## src/rtl/sequencer_pkg.sv

```systemverilog
// Shared types and constants for the program sequencer and its watchdog.
package sequencer_pkg;

  // Default instruction width; the opcode field is the top nibble.
  localparam int OPW_DEFAULT = 20;
  localparam int OP_FIELD_W  = 4;

  // Opcode field values the sequencer itself interprets.
  localparam logic [OP_FIELD_W-1:0] OP_NOP  = 4'b0000;
  localparam logic [OP_FIELD_W-1:0] OP_HALT = 4'b1111;

  typedef enum logic [2:0] {
    ST_IDLE   = 3'd0,
    ST_FETCH  = 3'd1,
    ST_LOAD   = 3'd2,
    ST_ISSUE  = 3'd3,
    ST_WAIT   = 3'd4,
    ST_HALTED = 3'd5
  } seq_state_t;

  // True for every state in which an instruction is in flight.
  function automatic logic state_is_busy(input seq_state_t st);
    logic busy_v;
    case (st)
      ST_FETCH, ST_LOAD, ST_ISSUE, ST_WAIT: busy_v = 1'b1;
      default:                              busy_v = 1'b0;
    endcase
    return busy_v;
  endfunction

endpackage

```

## src/rtl/program_sequencer_if.sv

```systemverilog
// ROM fetch path and executor handshake between the sequencer and its peers.
interface program_sequencer_if #(
  parameter int PW  = 4,
  parameter int OPW = 20
);
  logic [PW-1:0]  ProgAddr;
  logic [OPW-1:0] ProgData;
  logic [OPW-1:0] OpCode;
  logic           ExecDone;
  logic           ResetN;

  // Sequencer side: drives address, opcode and the executor reset.
  modport master (
    output ProgAddr,
    output OpCode,
    output ResetN,
    input  ProgData,
    input  ExecDone
  );

  // ROM / executor side.
  modport slave (
    input  ProgAddr,
    input  OpCode,
    input  ResetN,
    output ProgData,
    output ExecDone
  );
endinterface

```

## src/rtl/seq_watchdog.sv

```systemverilog
// Clear/enable cycle counter that flags when the next enabled cycle is the
// TIMEOUT-th one, so the caller can act on the edge that completes it.
module seq_watchdog #(
  parameter int TIMEOUT = 15
) (
  input  logic Clock,
  input  logic Reset,
  input  logic clear,
  input  logic enable,
  output logic at_limit
);

  localparam logic [7:0] LIMIT = 8'(TIMEOUT - 1);

  logic [7:0] count_r;

  // Count enabled cycles; clear wins over enable; never wrap past 255.
  always_ff @(posedge Clock) begin
    if (Reset) begin
      count_r <= 8'd0;
    end else if (clear) begin
      count_r <= 8'd0;
    end else if (enable && (count_r != 8'hFF)) begin
      count_r <= count_r + 8'd1;
    end else begin
      count_r <= count_r;
    end
  end

  // Kept independent of enable so the caller's decode has no comb loop.
  assign at_limit = (count_r >= LIMIT);

endmodule

```

## src/rtl/program_sequencer.sv

```systemverilog
// Fetches instructions from a synchronous ROM and hands them one at a time to
// the executor, with start/stop control, HALT and end-of-program detection
// and a stuck-executor watchdog.
module program_sequencer
  import sequencer_pkg::*;
#(
  parameter int PW      = 4,
  parameter int OPW     = OPW_DEFAULT,
  parameter int TIMEOUT = 15
) (
  input  logic                Clock,
  input  logic                Reset,
  input  logic                Start,
  input  logic                Stop,
  program_sequencer_if.master bus,
  output logic                Busy,
  output logic                Halted,
  output logic                Error,
  output logic [7:0]          RetireCount
);

  localparam logic [PW-1:0]  PC_ZERO  = {PW{1'b0}};
  localparam logic [PW-1:0]  PC_ONE   = {{(PW-1){1'b0}}, 1'b1};
  localparam logic [PW-1:0]  PC_LAST  = {PW{1'b1}};
  localparam logic [OPW-1:0] NOP_WORD = {OP_NOP, {(OPW-OP_FIELD_W){1'b0}}};

  seq_state_t     state_r, state_s;
  logic [PW-1:0]  pc_r, pc_s;
  logic [OPW-1:0] ir_r, ir_s;
  logic           stop_pending_r, stop_pending_s;
  logic           error_r, error_s;
  logic [7:0]     retire_r, retire_s;
  logic           busy_r, halted_r;
  logic           wd_clear_s, wd_enable_s, wd_at_limit_s;
  logic [OPW-1:0] opcode_s;

  seq_watchdog #(.TIMEOUT(TIMEOUT)) u_watchdog (
    .Clock    (Clock),
    .Reset    (Reset),
    .clear    (wd_clear_s),
    .enable   (wd_enable_s),
    .at_limit (wd_at_limit_s)
  );

  // Next-state, PC, IR, retire counter and sticky error decode.
  always_comb begin
    state_s        = state_r;
    pc_s           = pc_r;
    ir_s           = ir_r;
    stop_pending_s = stop_pending_r;
    error_s        = error_r;
    retire_s       = retire_r;
    wd_clear_s     = 1'b0;
    wd_enable_s    = 1'b0;

    case (state_r)
      ST_IDLE, ST_HALTED: begin
        if (Start) begin
          state_s        = ST_FETCH;
          pc_s           = PC_ZERO;
          retire_s       = 8'd0;
          error_s        = 1'b0;
          stop_pending_s = 1'b0;
          wd_clear_s     = 1'b1;
        end else begin
          state_s = state_r;
        end
      end
      ST_FETCH: begin
        state_s = ST_LOAD;
      end
      ST_LOAD: begin
        // ROM data is valid now; a HALT word is captured but never issued.
        ir_s = bus.ProgData;
        if (bus.ProgData[OPW-1 -: OP_FIELD_W] == OP_HALT) begin
          state_s = ST_HALTED;
        end else begin
          state_s = ST_ISSUE;
        end
      end
      ST_ISSUE: begin
        wd_clear_s = 1'b1;
        state_s    = ST_WAIT;
      end
      ST_WAIT: begin
        if (bus.ExecDone) begin
          if (retire_r != 8'hFF) begin
            retire_s = retire_r + 8'd1;
          end else begin
            retire_s = retire_r;
          end
          if (stop_pending_r) begin
            state_s = ST_IDLE;
          end else if (pc_r == PC_LAST) begin
            state_s = ST_HALTED;
          end else begin
            pc_s    = pc_r + PC_ONE;
            state_s = ST_FETCH;
          end
        end else begin
          wd_enable_s = 1'b1;
          if (wd_at_limit_s) begin
            error_s = 1'b1;
            state_s = ST_HALTED;
          end else begin
            state_s = ST_WAIT;
          end
        end
      end
      default: begin
        state_s = ST_IDLE;
      end
    endcase

    // A stop request is only remembered while work is in flight.
    if (state_is_busy(state_r) && Stop) begin
      stop_pending_s = 1'b1;
    end else begin
      stop_pending_s = stop_pending_s;
    end
  end

  // State and datapath registers; status flags registered from next state.
  always_ff @(posedge Clock) begin
    if (Reset) begin
      state_r        <= ST_IDLE;
      pc_r           <= PC_ZERO;
      ir_r           <= NOP_WORD;
      stop_pending_r <= 1'b0;
      error_r        <= 1'b0;
      retire_r       <= 8'd0;
      busy_r         <= 1'b0;
      halted_r       <= 1'b0;
    end else begin
      state_r        <= state_s;
      pc_r           <= pc_s;
      ir_r           <= ir_s;
      stop_pending_r <= stop_pending_s;
      error_r        <= error_s;
      retire_r       <= retire_s;
      busy_r         <= state_is_busy(state_s);
      halted_r       <= (state_s == ST_HALTED);
    end
  end

  // Opcode must fall to NOP in the very cycle Done is seen, otherwise the
  // executor restarts the held instruction on the next edge.
  always_comb begin
    opcode_s = NOP_WORD;
    if (Reset) begin
      opcode_s = NOP_WORD;
    end else if (state_r == ST_ISSUE) begin
      opcode_s = ir_r;
    end else if ((state_r == ST_WAIT) && !bus.ExecDone) begin
      opcode_s = ir_r;
    end else begin
      opcode_s = NOP_WORD;
    end
  end

  assign bus.OpCode   = opcode_s;
  assign bus.ProgAddr = pc_r;
  assign bus.ResetN   = ~Reset;

  assign Busy        = busy_r;
  assign Halted      = halted_r;
  assign Error       = error_r;
  assign RetireCount = retire_r;

endmodule

```

## src/flat_wrapper.sv

```systemverilog
// flat-port wrapper written by rule: the top's interface ports become plain ports
module program_sequencer_flat import sequencer_pkg::*;
#(
  parameter int PW      = 4,
  parameter int OPW     = OPW_DEFAULT,
  parameter int TIMEOUT = 15
)
  (Clock, Reset, Start, Stop, Busy, Halted, Error, RetireCount, bus_ProgAddr, bus_OpCode, bus_ResetN, bus_ProgData, bus_ExecDone);
  program_sequencer_if #(.PW(PW), .OPW(OPW)) bus_i ();
  input  logic Clock;
  input  logic Reset;
  input  logic Start;
  input  logic Stop;
  output logic Busy;
  output logic Halted;
  output logic Error;
  output logic [7:0] RetireCount;
  output wire logic [$bits(bus_i.ProgAddr)-1:0] bus_ProgAddr;
  output wire logic [$bits(bus_i.OpCode)-1:0] bus_OpCode;
  output wire logic [$bits(bus_i.ResetN)-1:0] bus_ResetN;
  input wire logic [$bits(bus_i.ProgData)-1:0] bus_ProgData;
  input wire logic [$bits(bus_i.ExecDone)-1:0] bus_ExecDone;
  assign bus_ProgAddr = bus_i.ProgAddr;
  assign bus_OpCode = bus_i.OpCode;
  assign bus_ResetN = bus_i.ResetN;
  assign bus_i.ProgData = bus_ProgData;
  assign bus_i.ExecDone = bus_ExecDone;
  program_sequencer #(.PW(PW), .OPW(OPW), .TIMEOUT(TIMEOUT)) u_core (.Clock(Clock), .Reset(Reset), .Start(Start), .Stop(Stop), .bus(bus_i), .Busy(Busy), .Halted(Halted), .Error(Error), .RetireCount(RetireCount));
endmodule
```

## config.mk

```make
export PLATFORM = sky130hd
export DESIGN_NAME = program_sequencer_flat
export DESIGN_NICKNAME = d
export VERILOG_FILES = /design/src/rtl/sequencer_pkg.sv /design/src/rtl/program_sequencer_if.sv /design/src/rtl/seq_watchdog.sv /design/src/rtl/program_sequencer.sv /design/src/flat_wrapper.sv
export SDC_FILE = /design/constraint.sdc
export NUM_CORES = 1
export LEC_CHECK = 0
export BUFFER_PORTS_ARGS = -buffer_cell sky130_fd_sc_hd__buf_2
export CORE_ASPECT_RATIO = 1.4
export CORE_UTILIZATION = 45
export CTS_BUF_LIST = sky130_fd_sc_hd__clkbuf_4 sky130_fd_sc_hd__clkbuf_8
export DETAILED_ROUTE_END_ITERATION = 8
export PLACE_DENSITY = 0.73
export RECOVER_POWER = 50
export SETUP_SLACK_MARGIN = 0.1
export SLEW_MARGIN = 10
export SYNTH_ARGS = -nofsm -noshare
export SYNTH_HDL_FRONTEND = slang
export SYNTH_SLANG_ARGS = --single-unit
```

## constraint.sdc

```tcl
create_clock -name Clock -period 3 [get_ports Clock]
set_input_delay 0.9 -clock Clock [delete_from_list [all_inputs] [get_ports Clock]]
set_output_delay 0.9 -clock Clock [all_outputs]
set_load 0.1 [all_outputs]
```

==> results.json, run 1 <==
{
  "status": "finished, violations left",
  "violations": "setup timing",
  "synth-seq-cells": 47,
  "synth.distinct_cells": 51,
  "die_h_um": 87.77,
  "final_cells": 414,
  "portBuffers": 60,
  "cp-start-kind": "input port",
  "rows": 30,
  "coreArea_mm2": 0.004955,
  "hold_viol_final": 0,
  "synthFlopType": "dfxtp_1",
  "synth_seq_area_share": 0.3979,
  "synthXorXnorAreaFrac": 0.01429,
  "worst_slew_pin_slew_ns": 1.183,
  "routabilityCongestion": 0.7894,
  "final_nets": 378,
  "numCtsBuffers": 5,
  "htree_levels": 2,
  "ioPinCount": 61,
  "route.detailed.drc": 0,
  "antenna_left": 0,
  "worstSetupPathType": "in -> out",
  "p_per_area_mw_per_mm2": 407.2,
  "synth_edf_count": 0,
  "syn_inst": 289,
  "synthTopCellsByArea": "dfxtp_1 (40%), nand2_1 (8.1%), a21oi_1 (7.0%)",
  "synth_compound_area_frac": 0.1910,
  "hp-start": "u_core.ir_r[1]",
  "hpwl_um": 4053,
  "fin_area_mm2": 0.003214,
  "synth_simple_gate_area_frac": 0.3132,
  "antennaDiodeCount": 0,
  "async_reset_ff_frac": 0,
  "clk_latency_ns": 0.29,
  "synthAdderAreaFrac": 0.02116,
  "total_leakage_power_nw": 1.222,
  "n_fill_cell": 415,
  "worstPathRequired_ns": 2.10,
  "fin_tns_setup_ns": -0.9085,
  "path_max_fanout": 20,
  "grt_use_total": 0.2101,
  "skew_ns": 0.001556,
  "reg2reg_from": "u_core.state_r[2]",
  "synth_area_mm2": 0.002365,
  "crit_top_cell": "buf_12",
  "clock_path_buffers": 2,
  "period_minus_slack_ns": 3.051,
  "clock-root-buffer": "clkbuf_8",
  "slew_viol_final": 0,
  "place_area_mm2": 0.003114,
  "hold_buffers": 0,
  "cts_setup_buffers": 0,
  "irDropWorstVdd_mv": 0.3407,
  "dieArea_mm2": 0.005553,
  "mostFrequentLayoutCell": "nand2_1",
  "rsz0062_at_grt": "yes",
  "fmax_mhz": 327.8,
  "tritoncts": "done",
  "routed_wl_um": 5387,
  "first_global_vias": 2193,
  "startpoint": "bus_ExecDone",
  "synth.net_count": 318,
  "fin_ws_ns": -0.05099,
  "route.vias.total": 2248,
  "grt_overflow_total": 0,
  "power.total_mw": 1.309,
  "grt_antenna_before_repair": 0,
  "arrival_ns": 2.15,
  "crit_path_end_kind": "output port",
  "grt_pass1_wl_um": 9404,
  "placed_cells": 406,
  "viasPerCell": 5.430,
  "max_slew_margin": 0.2146,
  "synth_top_area_frac": 0.3979,
  "postLayoutCoreUtil": 0.6487,
  "syn-mean-instance-area_um2": 8.183,
  "cp_slowest_cell": "or4b_4",
  "die_w_um": 63.27,
  "drv_cap": 0,
  "critPathMaxStageDelay_ns": 0.50,
  "mostFrequentLayoutCells": "nand2_1 (51), dfxtp_1 (47), buf_2 (37), a21oi_1 (32), buf_12 (21)",
  "synth_top_family_by_area": "simple AND/OR/NAND/NOR gates",
  "muxShareOfSynthArea": 0.01270,
  "synth_warnings": 0,
  "drtIter0Drc": 81,
  "drive_gt1_frac": 0.2886,
  "firstDrtPassIters": 4,
  "area_growth_pct": 35.93,
  "grt_start_max_net_pins": 23,
  "clkSlewWorstSetupHoldPaths_ns": 0.08,
  "wl_per_cell_um": 13.01,
  "yosys.area.top_type": "dfxtp_1",
  "hold_class": "reg -> reg",
  "worstPathCellList": "buf_6 -> or4b_4 -> a21oi_4 -> buf_12 -> and2_4 -> buf_12",
  "period_share": 1.017,
  "clock-sinks": 47,
  "initial_core_util": 0.4773,
  "finalSetupViolations": 20
}
==> area by class of cell <==
class                           count  area [µm²]  share of cell area
Multi-Input combinational cell    215        1355              0.4216
Tap cell                           64       80.08             0.02491
Sequential cell                    47       940.9              0.2927
Clock buffer                        5       68.82             0.02141
Timing Repair Buffer               70       688.2              0.2141
Clock inverter                      3       43.79             0.01362
Inverter                           10       37.54             0.01168
==> per-stage QoR <==
| step | setup WS, ns | hold WS [ns] |
|---|---|---|
| finish | -0.05099 | 0.4582 |
| floorplan | 0.04265 | 0.4368 |
| global route | -0.09724 | 0.4798 |
| CTS | -0.05161 | 0.4594 |
| global placement | -0.05183 | 0.4421 |
| detailed placement | -0.07080 | 0.4476 |
==> path summary, 6_finish.rpt <==
| check | end | slack (ns) | depth (start not counted) |
|---|---|---|---|
| max | bus_OpCode[8] | -0.05 | 6 |
| min | u_core.ir_r[1] | 0.46 | 2 |
| max reg2reg | u_core.ir_r[5] | 0.83 | 5 |
| min reg2reg | u_core.ir_r[1] | 0.46 | 2 |
==> cells in the mapped netlist, types with 6 or more instances <==
cell type / instances
or4_1: 8
dfxtp_1: 47
inv_1: 10
o21ai_0: 8
nand2_1: 51
and2_1: 21
nand3_1: 7
a21oi_1: 33
clkbuf_1: 11
nor2_1: 10
nor2b_1: 7
o31ai_1: 6
==> kinds of logic after synthesis <==
logic type / Yosys count
adder cells (fa/ha/maj): 4
XOR/XNOR: 3
buffers and inverters: 27
flip-flops: 47
AO/OA/AOI/OAI: 71
multiplexers: 3
AND/OR/NAND/NOR: 134
==> critical path, delay by kind of cell <==
kind            cells  cell delay (ns)
compound gates      1             0.16
buf+inv             3             0.42
simple gates        2             0.66
==> sequential cells by signal (all words and copies together) (netlist names) <==
register,count
u_core.Busy,1
u_core.Error,1
u_core.Halted,1
u_core.RetireCount,8
u_core.bus.ProgAddr,4
u_core.ir_r,20
u_core.state_r,3
u_core.stop_pending_r,1
u_core.u_watchdog.count_r,8
==> routing by layer <==
| layer | vias up | wire, µm | track usage | share of wire |
|---|---|---|---|---|
| met5 | - | 0 | 0 | 0 |
| met3 | 14 | 274 | 0.04427 | 0.051 |
| met4 | 0 | 167 | 0.1095 | 0.031 |
| met2 | 76 | 2730 | 0.3959 | 0.51 |
| li1 | 1141 | - | - | - |
| met1 | 1017 | 2214 | 0.2178 | 0.41 |
==> power breakdown <==
part	switching (mW)	total, mW	internal (mW)
Clock	0.209	0.457	0.248
Sequential	0.0111	0.656	0.645
Combinational	0.129	0.196	0.0669
==> what timing repair did <==
action,4_1_cts,5_1_grt
pin swaps,0,0
setup endpoints to repair,20,20
gates resized for setup,1,0
Note: power is estimated with default switching activity, not from simulation.
==> run 2: changes to the inputs <==
--- a/config.mk
+++ b/config.mk
@@ -12,7 +12,6 @@
 export DETAILED_ROUTE_END_ITERATION = 8
 export PLACE_DENSITY = 0.73
 export RECOVER_POWER = 50
-export SETUP_SLACK_MARGIN = 0.1
 export SLEW_MARGIN = 10
 export SYNTH_ARGS = -nofsm -noshare
 export SYNTH_HDL_FRONTEND = slang
==> results.json, run 2 (synthesis results as in run 1) <==
{
  "status": "finished, violations left",
  "violations": "setup timing",
  "rr_worst_depth": 5,
  "hold_buffers": 0,
  "holdPathEnd": "u_core.ir_r[6]",
  "antenna_left": 0,
  "mostFrequentLayoutCell": "nand2_1",
  "clk_latency_ns": 0.30,
  "reg2reg_from": "u_core.state_r[2]",
  "hold_class": "reg -> reg",
  "hp-start": "u_core.ir_r[6]",
  "regToRegEndpoint": "u_core.ir_r[7]",
  "route.vias.total": 2268,
  "n_fill_cell": 426,
  "tritoncts": "done",
  "rrSetupSlack_ns": 1.11,
  "numCtsBuffers": 5,
  "top_register": "u_core.ir_r",
  "mostFrequentLayoutCells": "nand2_1 (51), dfxtp_1 (47), buf_2 (37), a21oi_1 (32)",
  "crit_top_cell": "buf_6",
  "p_clk_frac": 0.349,
  "hold_depth": 2,
  "clock-root-buffer": "clkbuf_8",
  "fin_ws_ns": -0.1035,
  "final_nets": 383,
  "routabilityCongestion": 0.8836,
  "clkSlewWorstSetupHoldPaths_ns": 0.09,
  "switching_share": 0.2689,
  "first_global_vias": 2135,
  "antennaDiodeCount": 0,
  "critical_path.top_delay_family": "simple AND/OR/NAND/NOR gates",
  "grt_pass1_wl_um": 9356,
  "route.detailed.drc": 0,
  "htree_levels": 2,
  "dieArea_mm2": 0.005553,
  "die_h_um": 87.77,
  "viasPerCell": 5.413,
  "drtIter0Drc": 91,
  "grt_start_max_net_pins": 22,
  "clock-sinks": 47,
  "fmax_mhz": 322.2,
  "period_minus_slack_ns": 3.104,
  "cp.buffers_inverters": 3,
  "period_share": 1.035,
  "max_slew_margin": 0.2932,
  "power.total_mw": 1.320,
  "crit_path_end_kind": "output port",
  "finalSetupViolations": 20,
  "total_leakage_power_nw": 1.255,
  "hpwl_um": 3959,
  "path_depth": 6,
  "p_seq_frac": 0.498,
  "cp-start-kind": "input port",
  "coreArea_mm2": 0.004955,
  "critPathMaxStageDelay_ns": 0.50,
  "drv_cap": 0,
  "hold_viol_final": 0,
  "routed_wl_um": 5552,
  "grt_overflow_total": 0,
  "p_per_area_mw_per_mm2": 404.1,
  "wl_per_cell_um": 13.25,
  "ioPinCount": 61,
  "slew_viol_final": 0,
  "p_sw_mw": 0.3550,
  "worstPathCellList": "buf_6 -> or4b_4 -> a21oi_4 -> buf_6 -> and2_4 -> buf_12",
  "portBuffers": 60,
  "placed_cells": 407,
  "drive_gt1_frac": 0.3070,
  "arrival_ns": 2.20,
  "final_cells": 419,
  "area_growth_pct": 38.15,
  "path_max_fanout": 10,
  "cp_slowest_cell": "or4b_4",
  "grt_antenna_before_repair": 0,
  "irDropWorstVdd_mv": 0.2703,
  "clock_path_buffers": 2,
  "initial_core_util": 0.4773,
  "die_w_um": 63.27,
  "grt_use_total": 0.2113,
  "internal_power_mw": 0.9652,
  "firstDrtPassIters": 4,
  "rsz0062_at_grt": "yes",
  "worst_slew_pin_slew_ns": 1.060,
  "skew_ns": 0.003182,
  "power_frac_comb": 0.154,
  "postLayoutCoreUtil": 0.6593,
  "largest_reg_flops": 20,
  "worstPathRequired_ns": 2.10,
  "worstSetupPathType": "in -> out",
  "rows": 30,
  "whs_ns": 0.4591
}
-- run 2: routing by layer --
metal	track usage	part of all wire	vias to the layer above
met5	0	0	-
met4	0.1240	0.032	0
met1	0.2314	0.41	1044
met3	0.04297	0.047	15
li1	-	-	1149
met2	0.3773	0.51	60
-- run 2: power groups by stage --
| stage | clock network, mW | registers (mW) | logic (mW) |
|---|---|---|---|
| 2_1_floorplan | 0 | 0.687 | 0.123 |
| 3_3_place_gp | 0 | 0.670 | 0.192 |
| 3_5_place_dp | 0 | 0.671 | 0.197 |
| 4_1_cts | 0.475 | 0.657 | 0.203 |
| 5_1_grt | 0.503 | 0.660 | 0.223 |
| 6_report | 0.460 | 0.657 | 0.203 |
-- run 2: worst max-delay path by stage --
stage	end	slack, ns	startpoint
after global routing	bus_OpCode[11]	-0.15	bus_ExecDone
after floorplan	bus_OpCode[11]	0.003	bus_ExecDone
after CTS	bus_OpCode[2]	-0.09	bus_ExecDone
after detailed placement	bus_OpCode[0]	-0.13	bus_ExecDone
after global placement	bus_OpCode[0]	-0.13	bus_ExecDone
final	bus_OpCode[4]	-0.10	bus_ExecDone
-- run 2: worst min-delay path: cells and delay by family, from the launching register on --
| kind | cells | cell delay, ns |
|---|---|---|
| AND/OR/NAND/NOR | 1 | 0.05 |
| AO/OA/AOI/OAI | 1 | 0.05 |
| flip-flops | 1 | 0.32 |
-- run 2: area by class of cell --
cell class                 instances  area [µm²]  area share
tap                               64       80.08     0.02451
multi-input combinational        215        1368      0.4186
clock inverter                     3       43.79     0.01340
sequential                        47       940.9      0.2880
inverter                          10       37.54     0.01149
clock buffer                       5       68.82     0.02106
timing repair buffer              75       728.2      0.2229
-- run 2: stage by stage --
stage	setup slack [ns]	setup TNS [ns]	area [µm²]
finish	-0.1035	-1.776	3267
global route	-0.1454	-2.552	3267
CTS	-0.08719	-1.492	3262
detailed placement	-0.1275	-2.439	3098
global placement	-0.1288	-2.508	3098
floorplan	0.003443	0	2422
-- run 2: repair_timing --
action                     4_1_cts  5_1_grt
setup buffers                    1        1
gates cloned                     2        0
pin swaps                        1        3
setup endpoints to repair       20       20
resized for setup                8        0
==> run 3: changes to the inputs <==
--- a/config.mk
+++ b/config.mk
@@ -12,6 +12,7 @@
 export DETAILED_ROUTE_END_ITERATION = 8
 export PLACE_DENSITY = 0.73
 export RECOVER_POWER = 50
+export SETUP_SLACK_MARGIN = 0.4
 export SLEW_MARGIN = 10
 export SYNTH_ARGS = -nofsm -noshare
 export SYNTH_HDL_FRONTEND = slang
==> results.json, run 3 (synthesis results as in run 1) <==
{
  "grt_use_total": 0.2007,
  "irDropWorstVdd_mv": 0.3285,
  "arrival_ns": 2.14,
  "p_per_area_mw_per_mm2": 391.3,
  "hold_depth": 2,
  "rows": 30,
  "initial_core_util": 0.4773,
  "coreArea_mm2": 0.004955,
  "worstPathRequired_ns": 2.10,
  "hpwl_um": 4044,
  "crit_path_end_kind": "output port",
  "drive_gt1_frac": 0.2943,
  "critPathMaxStageDelay_ns": 0.49,
  "top_register": "u_core.ir_r",
  "viasPerCell": 5.444,
  "tritoncts": "done",
  "crit_top_cell": "buf_12",
  "worstPathCellList": "buf_6 -> or4b_4 -> a21oi_4 -> buf_12 -> and2_4 -> buf_12",
  "routabilityCongestion": 0.8629,
  "clk_latency_ns": 0.30,
  "finalSetupViolations": 20,
  "rrSetupSlack_ns": 1.01,
  "max_slew_margin": 0.2763,
  "grt_antenna_before_repair": 0,
  "reg2reg_from": "u_core.state_r[2]",
  "hold_class": "reg -> reg",
  "startpoint": "bus_ExecDone",
  "regToRegEndpoint": "u_core.RetireCount[4]",
  "power.total_mw": 1.257,
  "grt_start_max_net_pins": 27,
  "portBuffers": 60,
  "largest_reg_flops": 20,
  "cts_setup_buffers": 0,
  "violations": "setup timing",
  "hold_viol_final": 0,
  "clock_path_buffers": 2,
  "drv_cap": 0,
  "ioPinCount": 61,
  "grt_pass1_wl_um": 8852,
  "clkSlewWorstSetupHoldPaths_ns": 0.09,
  "total_leakage_power_nw": 1.209,
  "mostFrequentLayoutCell": "nand2_1",
  "final_nets": 378,
  "dieArea_mm2": 0.005553,
  "firstDrtPassIters": 4,
  "cp_slowest_cell": "or4b_4",
  "skew_ns": 0.002777,
  "route.vias.total": 2254,
  "holdPathEnd": "u_core.ir_r[10]",
  "slew_viol_final": 0,
  "fin_ws_ns": -0.03831,
  "htree_levels": 2,
  "die_w_um": 63.27,
  "die_h_um": 87.77,
  "cp-start-kind": "input port",
  "clock-sinks": 47,
  "period_share": 1.013,
  "first_global_vias": 2046,
  "fmax_mhz": 329.1,
  "numCtsBuffers": 5,
  "grt_overflow_total": 0,
  "antennaDiodeCount": 0,
  "rsz0062_at_grt": "yes",
  "drtIter0Drc": 80,
  "status": "finished, violations left",
  "antenna_left": 0,
  "clock-root-buffer": "clkbuf_8",
  "period_minus_slack_ns": 3.038,
  "route.detailed.drc": 0,
  "critical_path.top_delay_family": "simple AND/OR/NAND/NOR gates",
  "worst_slew_pin_slew_ns": 1.086,
  "place_ws_ns": -0.06296,
  "wl_per_cell_um": 13.07,
  "hp-start": "u_core.ir_r[10]",
  "area_growth_pct": 35.82,
  "n_fill_cell": 429,
  "worstSetupPathType": "in -> out",
  "hold_buffers": 0,
  "cp.buffers_inverters": 3,
  "rr_worst_depth": 6,
  "routed_wl_um": 5413,
  "mostFrequentLayoutCells": "nand2_1 (51), dfxtp_1 (47), buf_2 (37), a21oi_1 (32), buf_12 (21)",
  "path_max_fanout": 20
}
-- run 3: worst max-delay path by stage --
stage / cells past startpoint / end / slack (ns)
global placement: 6 / bus_OpCode[14] / -0.04
CTS: 6 / bus_OpCode[7] / -0.05
finish: 6 / bus_OpCode[6] / -0.04
detailed placement: 6 / bus_OpCode[7] / -0.06
global route: 6 / bus_OpCode[13] / -0.09
floorplan: 4 / bus_OpCode[0] / 0.04
-- run 3: metrics by stage --
step,instances,utilization,hold WS (ns),setup TNS [ns],cell area (µm²)
floorplan,289,-,0.4368,0,2451
global route,414,0.6482,0.4794,-1.643,3212
CTS,414,0.6505,0.4598,-0.7951,3223
detailed placement,406,0.6293,0.4473,-1.147,3118
global placement,406,0.6293,0.4423,-0.8454,3118
finish,414,0.6482,0.4598,-0.6629,3212
-- run 3: power by group --
part	leakage [nW]	internal (mW)	total, mW	switching (mW)
Clock	0.0474	0.188	0.405	0.217
Combinational	0.781	0.0669	0.195	0.128
Sequential	0.381	0.645	0.657	0.0120
Total	1.21	0.900	1.26	0.356
-- run 3: tightest hold or removal path, stage by stage, from the launching register on --
cell and delay (ns):
dfxtp_1 0.32, nand2_1 0.05, a21oi_1 0.05
-- run 3: area by class of cell --
cell class | instances | area, µm² | share of cell area
clock buffer | 6 | 82.58 | 0.02571
clock inverter | 2 | 16.27 | 0.005064
inverter | 10 | 41.29 | 0.01286
multi-input combinational | 215 | 1363 | 0.4242
sequential | 47 | 940.9 | 0.2929
tap | 64 | 80.08 | 0.02493
timing repair buffer | 70 | 688.2 | 0.2143
-- run 3: metal layers --
layer / part of all wire / vias to the layer above / routed length (µm) / track usage
li1: - / 1138 / - / -
met1: 0.42 / 1055 / 2270 / 0.2112
met2: 0.52 / 55 / 2816 / 0.3891
met3: 0.048 / 6 / 259 / 0.04167
met4: 0.012 / 0 / 65 / 0.07438
met5: 0 / - / 0 / 0
-- run 3: timing repair --
item	4_1_cts	5_1_grt
setup endpoints to repair	20	20
pin swaps	1	1
gates resized for setup	1	0
